===== src/rtl/debug_mem_arbiter.sv =====
// Debug/CPU memory arbiter: captures single-cycle debug strobes and merges
// them with the CPU memory port onto one single-port synchronous RAM.
// A pending debug op yields to the CPU for at most MAX_WAIT cycles.
module debug_mem_arbiter #(
  parameter int unsigned ADDR_W   = 32,
  parameter int unsigned DATA_W   = 32,
  parameter int unsigned MAX_WAIT = 8
) (
  input  logic              clk,
  input  logic              rst_p,
  input  logic              dbg_ce,
  input  logic              dbg_we,
  input  logic [ADDR_W-1:0] dbg_addr,
  input  logic [DATA_W-1:0] dbg_wdata,
  output logic [DATA_W-1:0] dbg_rdata,
  output logic              dbg_done,
  output logic              dbg_busy,
  output logic              dbg_overrun,
  input  logic              cpu_req,
  input  logic              cpu_we,
  input  logic [ADDR_W-1:0] cpu_addr,
  input  logic [DATA_W-1:0] cpu_wdata,
  output logic              cpu_gnt,
  output logic              cpu_rvalid,
  output logic [DATA_W-1:0] cpu_rdata,
  output logic              mem_ce,
  output logic              mem_we,
  output logic [ADDR_W-1:0] mem_addr,
  output logic [DATA_W-1:0] mem_wdata,
  input  logic [DATA_W-1:0] mem_rdata
);

  localparam int unsigned    WC_W     = (MAX_WAIT > 0) ? $clog2(MAX_WAIT + 1) : 1;
  localparam logic [WC_W-1:0] WAIT_LIM = WC_W'(MAX_WAIT);

  typedef enum logic [1:0] {
    IDLE = 2'd0,
    PEND = 2'd1,
    DONE = 2'd2
  } state_t;

  state_t            state;
  logic [WC_W-1:0]   wait_cnt;
  logic              op_we;
  logic [ADDR_W-1:0] op_addr;
  logic [DATA_W-1:0] op_wdata;
  logic [DATA_W-1:0] rdata_q;
  logic              done_q;
  logic              overrun_q;
  logic              rvalid_q;
  logic              dbg_win;

  assign dbg_win = (state == PEND) && (!cpu_req || (wait_cnt == WAIT_LIM));

  // RAM port mux: debug wins when granted, otherwise CPU passes through; idle bus driven to zero
  always_comb begin
    cpu_gnt   = 1'b0;
    mem_ce    = 1'b0;
    mem_we    = 1'b0;
    mem_addr  = '0;
    mem_wdata = '0;
    if (!rst_p) begin
      if (dbg_win) begin
        mem_ce    = 1'b1;
        mem_we    = op_we;
        mem_addr  = op_addr;
        mem_wdata = op_wdata;
      end else if (cpu_req) begin
        cpu_gnt   = 1'b1;
        mem_ce    = 1'b1;
        mem_we    = cpu_we;
        mem_addr  = cpu_addr;
        mem_wdata = cpu_wdata;
      end
    end
  end

  // Debug op sequencing: accept, wait for grant, complete
  always_ff @(posedge clk or posedge rst_p) begin
    if (rst_p) begin
      state    <= IDLE;
      wait_cnt <= '0;
      op_we    <= 1'b0;
      op_addr  <= '0;
      op_wdata <= '0;
    end else begin
      case (state)
        IDLE: begin
          if (dbg_ce) begin
            op_we    <= dbg_we;
            op_addr  <= dbg_addr;
            op_wdata <= dbg_wdata;
            wait_cnt <= '0;
            state    <= PEND;
          end
        end
        PEND: begin
          if (dbg_win) begin
            wait_cnt <= '0;
            state    <= DONE;
          end else begin
            // not winning implies cpu_req with wait_cnt below the limit, so no overflow
            wait_cnt <= wait_cnt + 1'b1;
          end
        end
        DONE: state <= IDLE;
        default: state <= IDLE;
      endcase
    end
  end

  // Completion pulse, held read result, sticky overrun and CPU read-valid
  always_ff @(posedge clk or posedge rst_p) begin
    if (rst_p) begin
      done_q    <= 1'b0;
      rdata_q   <= '0;
      overrun_q <= 1'b0;
      rvalid_q  <= 1'b0;
    end else begin
      done_q   <= dbg_win;
      rvalid_q <= cpu_gnt && !cpu_we;
      if ((state == DONE) && !op_we) begin
        rdata_q <= mem_rdata;
      end
      if (dbg_ce && (state != IDLE)) begin
        overrun_q <= 1'b1;
      end
    end
  end

  // Read data is forwarded in the done cycle so it is valid alongside dbg_done, then held
  assign dbg_rdata   = ((state == DONE) && !op_we) ? mem_rdata : rdata_q;
  assign dbg_done    = done_q;
  assign dbg_busy    = (state != IDLE);
  assign dbg_overrun = overrun_q;
  assign cpu_rvalid  = rvalid_q;
  assign cpu_rdata   = mem_rdata;

endmodule


===== config.mk =====
export PLATFORM = sky130hd
export DESIGN_NAME = debug_mem_arbiter
export DESIGN_NICKNAME = d
export VERILOG_FILES = /design/src/rtl/debug_mem_arbiter.sv
export SDC_FILE = /design/constraint.sdc
export NUM_CORES = 1
export LEC_CHECK = 0
export ABC_AREA = 1
export ABC_CLOCK_PERIOD_IN_PS = 4300
export CAP_MARGIN = 20
export CORE_UTILIZATION = 42
export CTS_BUF_LIST = sky130_fd_sc_hd__clkbuf_8
export CTS_CLUSTER_SIZE = 24
export DETAILED_ROUTE_END_ITERATION = 12
export PLACE_DENSITY = 0.84
export SYNTH_ARGS = -nofsm -noshare
export SYNTH_HDL_FRONTEND = slang
export SYNTH_SLANG_ARGS = --single-unit

===== constraint.sdc =====
create_clock -name clk -period 4.3 [get_ports clk]
set_input_delay 0.43 -clock clk [delete_from_list [all_inputs] [get_ports clk]]
set_output_delay 0.43 -clock clk [all_outputs]
set_load 0.005 [all_outputs]

Word level (Yosys, flattened, before mapping)
Index checks and enable logic that the tools add are counted.
{"block": "totals", "reg_bits": 106, "latch_bits": 0, "ram_bits": 0, "mem_bits_ro": 0, "out_inout_bits": 135, "wordCells": 50, "n_memories": 0}
{"block": "classes", "addsub": 1, "n_mul": 0, "n_div": 0, "order_cmp": 0, "eq_ne": 5, "n_shift": 0, "muxes": 21, "bitwise_logic": 0, "n_reduce_logical": 14}
{"cell": "2-to-1 mux 32 bit", "count": 7}
{"cell": "2-to-1 mux 1 bit", "count": 8}
{"cell": "2-to-1 mux 4 bit", "count": 2}
{"cell": "one-hot mux 4 bit (2 select lines)", "count": 1}
{"cell": "AND reduction 2 bit", "count": 3}
{"cell": "adder 4 x 1 -> 4 bit, second input constant", "count": 1}
{"cell": "equality test 4 bit, second input constant", "count": 1}
{"cell": "logical AND 1 bit", "count": 4}
{"cell": "2-to-1 mux 2 bit", "count": 2}
{"cell": "!= test 2 bit, second input constant", "count": 2}
{"cell": "one-hot mux 2 bit (2 select lines)", "count": 1}
{"cell": "nonzero test 2 bit", "count": 2}
{"cell": "zero test 1 bit", "count": 3}
{"cell": "equality test 2 x 1 -> 1 bit, second input constant", "count": 1}
{"cell": "equality test 2 bit, second input constant", "count": 1}
{"cell": "zero test 2 bit", "count": 1}
{"cell": "logical OR 1 bit", "count": 1}

Longest topological paths before layout
Gate-level depths: netlist of run 1.
{"block": "depth", "word_depth": 6, "ltp_mapped": 9, "depth_no_buf": 8}

Worst setup path after synthesis of run 1
Ideal clock, no wire load.
{"block": "synth_path", "kind": "input to output", "from": "input rst_p", "to": "output mem_addr[22]", "arrival_ns": 3.153, "t_required_ns": 3.870, "path_slack_ns": 0.717, "path_stages": 5, "path_buffers": 1, "cell_sequence": "clkbuf_1 > inv_1 > nand2_1 > nand3b_1 > nand2_1"}
{"block": "synth_via", "elab_chain_len": 1}
{"item": "start, declared", "line": "10", "rtl": "input logic rst_p,"}
{"item": "2-to-1 mux 32 bit", "line": "62", "rtl": "if (!rst_p) begin"}
{"item": "end, declared", "line": "28", "rtl": "output logic [ADDR_W-1:0] mem_addr,"}
Every way passes these cells.

Final worst setup path of run 1
{"block": "layout_path", "from": "register state[0]", "to": "output dbg_rdata[21]"}
{"block": "layout_via", "elab_chain_len": 3}
{"item": "start, declared", "line": "42", "rtl": "state_t state;"}
{"item": "start signal, assigned", "line": "81", "rtl": "state <= IDLE;"}
{"item": "start signal, assigned", "line": "94", "rtl": "state <= PEND;"}
{"item": "start signal, assigned", "line": "100", "rtl": "state <= DONE;"}
{"item": "equality test 2 bit", "line": "132", "rtl": "assign dbg_rdata = ((state == DONE) && !op_we) ? mem_rdata : rdata_q;"}
{"item": "logical AND 1 bit", "line": "132"}
{"item": "2-to-1 mux 32 bit"}
{"item": "end, declared", "line": "15", "rtl": "output logic [DATA_W-1:0] dbg_rdata,"}
Every way passes these cells.

==> results.md, run 1 <==
- Total die area: 14700 µm²
- Area share of the largest cell type after synthesis: 44.3%
- Synth warn: 0
- Kind of cell adding the most delay to the critical path: simple AND/OR/NAND/NOR gates
- Post-CTS Setup Repair Bufs: 0
- DR vias/cell: 4.89
- Routed WL per cell: 14.3 µm
- Layout Cells excl Fill: 1272
- Fin crit share: 77.9%
- Routability cong.: 0.828
- Final hold violation count: 0
- Port Buf Inserts: 300
- Setup ws final: 0.950 ns
- Antenna Nets Post-Route: 0
- H-Tree Depth: 3
- Max incr delay on CP: 0.79 ns
- Largest net degree at the start of global routing: 78
- Largest fanout on the critical path: 35
- Post-synth ARST share: 100%
- First-pass GRT wire length: approximately 29000 µm
- TritonCTS clock tree: yes
- Startpoint Class: flop
- Status: complete, no violations
- Most numerous cell in the Yosys netlist: nand2_1
- Worst-Skew Late Latency: between 0.3 and 0.4 ns
- Initial DRC Count: 320
- Routed WL: 18100 µm
- Buffers and inverters on the worst path: 2
- Final Critical Period: 3.35 ns
- Vias in the first global route: 5823
- DRC errors left: 0
- Crit path capture type: output pin
- CP cell instances: inv_2 -> nand2_1 -> nand2_1 -> nand2_1 -> clkdlybuf4s50_1
- Max-cap violations: 0
- Pre-Repair DR Iteration Count: 5
- Root Driver: clkbuf_8
- GRT Total Usage: 24.7%
- Initial Util: between 40% and 50%
- Initial antenna violation count: 1
- Row count: 43
- Unique masters post-synth: 23
- Maximum root-to-sink buffer count: 2
- CTS buffer count: 9
- Area growth syn-to-layout: 49.0%
- Commonest register cell after synthesis: dfrtp_1
- PwrDens: 438 nW/µm²
- Ranking of synthesized cells by area: dfrtp_1, nand2_1, nand3_1, buf_4, a21oi_1
- Syn Nets: 1026
- Synth area leader: dfrtp_1
- Netlist Area Pre-Place: 5990 µm²
- Total core area: around 14000 µm²
- Nets: between 1000 and 1500
- Hold-fix buffers, CTS: 0
- Relative slew slack: 29.5%
- Worst-Margin Slew: 1.06 ns
- Mapped Cells: 858
- Slowest CP cell: nand2_1
- EDFF count, synth: 0
- Final setup violation count: 0
- Setup Slack @ Placement: 1.35 ns
- Total gr overflow: 0
- Slew Limit Fails: 0
- Vias: 6221
- RSZ-0062 raised after global routing: false
- Yosys reg bits: 106
- Critical Setup Path Class: reg -> out
- Num Clock Sinks: 106
- Sequential area share after synthesis: 44.3%
- Leak: 4.47 nW
- WP data arrival: 2.92 ns
- Hpwl dp: approximately 13000 µm
- Post_cts resized: 0
- Avg Cell Area, Syn: 6.98 µm²
- Fmax: roughly 300 MHz
- Layout cells sized above 1: 3.39%
- Die width: approximately 120 µm
- CP most frequent cell: nand2_1
- Post-Route Skew: 0.0130 ns
- Placed instance count: 1254
- Top cells by count, synth: nand2_1, dfrtp_1, nand3_1
- IO Count: between 300 and 400
- Hold Path Class: in -> async
- VDD IR-drop max: 0.158 mV
- DIE HEIGHT: 121 µm
- Reg clk slew, reported paths: 0.10 ns
- Setup TNS: 0 ns
- CP required: slightly below 4 ns
## worst register-to-register path: stages (launching register included)
cell and delay (ns):
dfrtp_1 0.38, inv_2 0.44, nand2_1 0.80, nand2_1 0.32, nand2_1 0.12
## final timing paths
| kind | startpoint | end | slack, ns | cells past startpoint |
|---|---|---|---|---|
| worst max-delay path | state[0]$_DFFE_PP0P_ | dbg_rdata[21] | 0.95 | 5 |
| worst min-delay path | rst_p | op_we$_DFFE_PP0P_ | 0.22 | 2 |
| worst max register to register | state[0]$_DFFE_PP0P_ | rdata_q[21]$_DFF_PP0_ | 2.11 | 4 |
| worst min register to register | op_wdata[11]$_DFFE_PP0P_ | op_wdata[11]$_DFFE_PP0P_ | 0.48 | 2 |
| max in group asynchronous | rst_p | op_addr[8]$_DFFE_PP0P_ | 2.73 | 3 |
| min in group clk | op_wdata[11]$_DFFE_PP0P_ | op_wdata[11]$_DFFE_PP0P_ | 0.48 | 2 |
## flip-flops by register name (all words and copies together), names as in the netlist
| signal | flops |
|---|---|
| wait_cnt | 4 |
| rdata_q | 32 |
| op_we | 1 |
| op_addr | 32 |
| cpu_rvalid | 1 |
| op_wdata | 32 |
| dbg_overrun | 1 |
| state | 2 |
| dbg_done | 1 |
## per-layer routing
metal	global-route usage, %	wire length [µm]
met5	0	0
met4	7.33	282
met1	29.0	7220
met3	6.67	1420
met2	43.6	9220
## kinds of logic (layout without fill, tap and decap cells)
kind of cell	count (synthesis)	count (layout)	share of synthesized area (%)
buffers and inverters	168	401	14.5
other	0	1	0
XOR/XNOR	1	1	0.146
adder cells (fa/ha/maj)	2	2	0.418
AO/OA/AOI/OAI	69	69	5.85
AND/OR/NAND/NOR	512	512	34.7
flip-flops	106	106	44.3
## area by class of cell
| cell class | count | area, µm² |
|---|---|---|
| Timing Repair Buffer | 309 | 3090 |
| Sequential cell | 106 | 2650 |
| Clock buffer | 13 | 179 |
| Inverter | 76 | 288 |
| Multi-Input combinational cell | 584 | 2470 |
| Tap cell | 180 | 225 |
| Antenna cell | 1 | 2.50 |
| Fill cell | 1223 | 4960 |
| Clock inverter | 3 | 21.3 |
## power breakdown
| group | leakage, nW | internal (W) | total, W | switching [W] |
|---|---|---|---|---|
| Combinational | 3.06 | 0.000836 | 0.00167 | 0.000835 |
| Sequential | 1.31 | 0.00142 | 0.00162 | 0.000201 |
| Clock | 0.102 | 0.000275 | 0.000622 | 0.000348 |
## cell usage in the layout, fill, tap and decap left out
master / count
a21o_1: 1
a21oi_1: 64
buf_12: 2
buf_2: 2
buf_4: 7
clkbuf_8: 13
clkdlybuf4s50_1: 298
clkinv_2: 1
clkinv_4: 1
clkinvlp_4: 1
dfrtp_1: 106
diode_2: 1
ha_1: 2
inv_1: 72
inv_2: 3
inv_4: 1
nand2_1: 397
nand2_2: 3
nand3_1: 98
nand3b_1: 2
nand4_1: 2
nor2_1: 6
nor2_2: 1
nor2_4: 2
nor3_1: 1
o21ai_0: 3
o21bai_1: 1
xor2_1: 1
## per-stage QoR
step | total power, W | utilization [%] | instance area, µm² | hold slack (ns)
3_3_place_gp | 0.00324 | 62.7 | 8700 | 0.450
3_5_place_dp | 0.00331 | 62.7 | 8700 | 0.455
5_1_grt | 0.00420 | 64.3 | 8920 | 0.252
2_1_floorplan | 0.00247 | - | 5990 | 0.442
4_1_cts | 0.00393 | 64.1 | 8900 | 0.212
6_report | 0.00391 | 64.3 | 8920 | 0.217
(Power assumes the default switching activity.)
==> run 2, diff against run 1 <==
--- a/config.mk
+++ b/config.mk
@@ -6,7 +6,7 @@
 export NUM_CORES = 1
 export LEC_CHECK = 0
 export ABC_AREA = 1
-export ABC_CLOCK_PERIOD_IN_PS = 4300
+export ABC_CLOCK_PERIOD_IN_PS = 3330
 export CAP_MARGIN = 20
 export CORE_UTILIZATION = 42
 export CTS_BUF_LIST = sky130_fd_sc_hd__clkbuf_8
==> constraint.sdc (replaced) <==
create_clock -name clk -period 3.33 [get_ports clk]
set_input_delay 0.333 -clock clk [delete_from_list [all_inputs] [get_ports clk]]
set_output_delay 0.333 -clock clk [all_outputs]
set_load 0.005 [all_outputs]
==> run 2 against run 1 <==
  * Non-clock buffer count up 7
  * Register-to-register slack got worse by 0.97 ns
  * Cell area up 0.48%
  * Hold slack worse by 0.17 ns
  * Count of clock-buffer cells in the layout down 3
  * Clock skew up 0.00060 ns
  * Sequential cell count is the same
  * Worst setup slack worse by 0.46 ns
  * Power increased by 29%
  * Sequential power increased by 30%
  * Cell count up 0.47%
  * Critical path depth increased by 4
  * Largest cell class unchanged
==> results.md, run 2 (synthesis gave the netlist of run 1 again) <==
- Vias: 6142
- Fin crit share: 85.4%
- DIE HEIGHT: 121 µm
- Setup TNS: 0 ns
- Most frequent cells in the layout: nand2_1, clkdlybuf4s50_1, dfrtp_1
- Gate power share: 42.7%
- GR Util met1: 30.0%
- PwrDens: roughly 560 nW/µm²
- Worst hold slack: 0.0444 ns
- Top Registers: op_addr (32), op_wdata (32), rdata_q (32)
- Hold-fix buffers, CTS: 0
- Total die area: about 15000 µm²
- Max-cap violations: 0
- Total gr overflow: 0
- Leak: 4.50 nW
- Busiest grt layer: met2
- Worst-Margin Slew: 0.724 ns
- Routed WL per cell: between 10 and 15 µm
- Pre-Repair DR Iteration Count: 4
- Switching Fraction: 34.9%
- Initial DRC Count: 296
- Post-CTS Setup Repair Bufs: 0
- Nets: 1261
- Clock network fraction of design power: 15.7%
- IO Count: 301
- Area growth syn-to-layout: 49.7%
- Relative slew slack: 51.7%
- Slowest CP cell: clkdlybuf4s50_1
- Post-Route Skew: 0.0136 ns
- Fmax: 352 MHz
- Num Clock Sinks: 106
- Hpwl dp: 12600 µm
- Crit path capture type: output pin
- Commonest non-fill, non-tap cell in the layout: nand2_1
- VDD IR-drop max: 0.207 mV
- Root Driver: clkbuf_8
- Port Buf Inserts: 300
- P_int: between 0.003 and 0.004 W
- Worst-Skew Late Latency: about 0.37 ns
- H-Tree Depth: 3
- DRC errors left: 0
- Antenna Nets Post-Route: 0
- Diodes inserted: 0
- Final Critical Period: between 2 and 3 ns
- Hold Path Class: in -> async
- Largest net degree at the start of global routing: 80
- Layout cells sized above 1: 3.83%
- CTS buffer count: 9
- Largest fanout on the critical path: about 40
- CP required: ~3 ns
- Final setup violation count: 0
- Sequential share of power: 41.6%
- Util after Layout: 64.6%
- CP cell instances: inv_1 -> ha_1 -> nand3_1 -> nand2_2 -> nand2_2 -> buf_4 -> nand2_1 -> a21oi_1 -> clkdlybuf4s50_1
- Max incr delay on CP: between 0.5 and 0.6 ns
- Post_cts resized: 0
- Met2 usage: 42.6%
- Total core area: 13900 µm²
- Routed WL: approximately 18000 µm
- Reg2reg setup slack: 1.14 ns
- Kind of cell adding the most delay to the critical path: buffers and inverters
- GR Layer Usage met3: 5.55%
- Initial antenna violation count: 0
- RSZ-0062 raised after global routing: false
- Die width: 121 µm
- DR vias/cell: roughly 4.8
- Initial Util: 43.1%
- Status: complete, no violations
- Routability cong.: ~0.81
- CP most frequent cell: nand2_2
- Final hold violation count: 0
- Vias in the first global route: 5737
- Startpoint Class: flop
- First-pass GRT wire length: approximately 28000 µm
- Row count: 43
- TritonCTS clock tree: yes
- Maximum root-to-sink buffer count: 2
- Slew Limit Fails: 0
- GRT Total Usage: 24.6%
- Buffers and inverters on the worst path: 3
- Critical Setup Path Class: reg -> out
- Reg clk slew, reported paths: approximately 0.1 ns
- NetSw: 0.00176 W
- WP data arrival: 2.51 ns
## run 2: cell count changes in the layout (fill, tap and decap cells not counted), sizes merged
cell	previous run	this run
diode	1	0
clkbuf	13	10
buf	11	18
clkinvlp	1	2
inv	76	77
bufinv	0	1
## run 2: power groups by stage
stage	logic, W	clock network [W]	registers (W)
detailed placement	0.00217	0	0.00211
finish	0.00215	0.000789	0.00210
global placement	0.00211	0	0.00210
floorplan	0.00115	0	0.00204
global route	0.00242	0.000864	0.00216
CTS	0.00217	0.000820	0.00209
## run 2: metal layers
metal	up-vias	wire length (µm)	part of all wire, %
met2	232	8820	50
li1	3073	-	-
met4	0	386	2.2
met3	27	1320	7.5
met1	2810	7190	41
met5	-	0	0
## run 2: area by class of cell
class / count / area [µm²]
fill: 1241 / 4920
timing repair buffer: 316 / 3130
sequential: 106 / 2650
multi-input combinational: 584 / 2470
inverter: 76 / 289
tap: 180 / 225
clock buffer: 10 / 138
clock inverter: 6 / 58.8
## run 2: worst paths after layout
kind                                              start                  endpoint  depth (start not counted)
worst min register to register    rdata_q[20]$_DFF_PP0_     rdata_q[20]$_DFF_PP0_                          2
worst max-delay path            wait_cnt[0]$_DFFE_PP0P_             mem_wdata[21]                          9
min in group clk                  rdata_q[20]$_DFF_PP0_     rdata_q[20]$_DFF_PP0_                          2
worst min-delay path                              rst_p     rdata_q[22]$_DFF_PP0_                          2
max in group asynchronous                         rst_p  op_wdata[16]$_DFFE_PP0P_                          4
worst max register to register     state[0]$_DFFE_PP0P_   wait_cnt[2]$_DFFE_PP0P_                          8
## run 2: stage by stage
| stage | total power [W] | cells | setup slack, ns | area [µm²] |
|---|---|---|---|---|
| floorplan | 0.00319 | 858 | 0.568 | 5990 |
| global placement | 0.00421 | 1261 | 0.877 | 8740 |
| CTS | 0.00508 | 1277 | 0.436 | 8940 |
| global route | 0.00544 | 1278 | 0.272 | 8960 |
| finish | 0.00503 | 1278 | 0.486 | 8960 |
| detailed placement | 0.00428 | 1261 | 0.870 | 8740 |
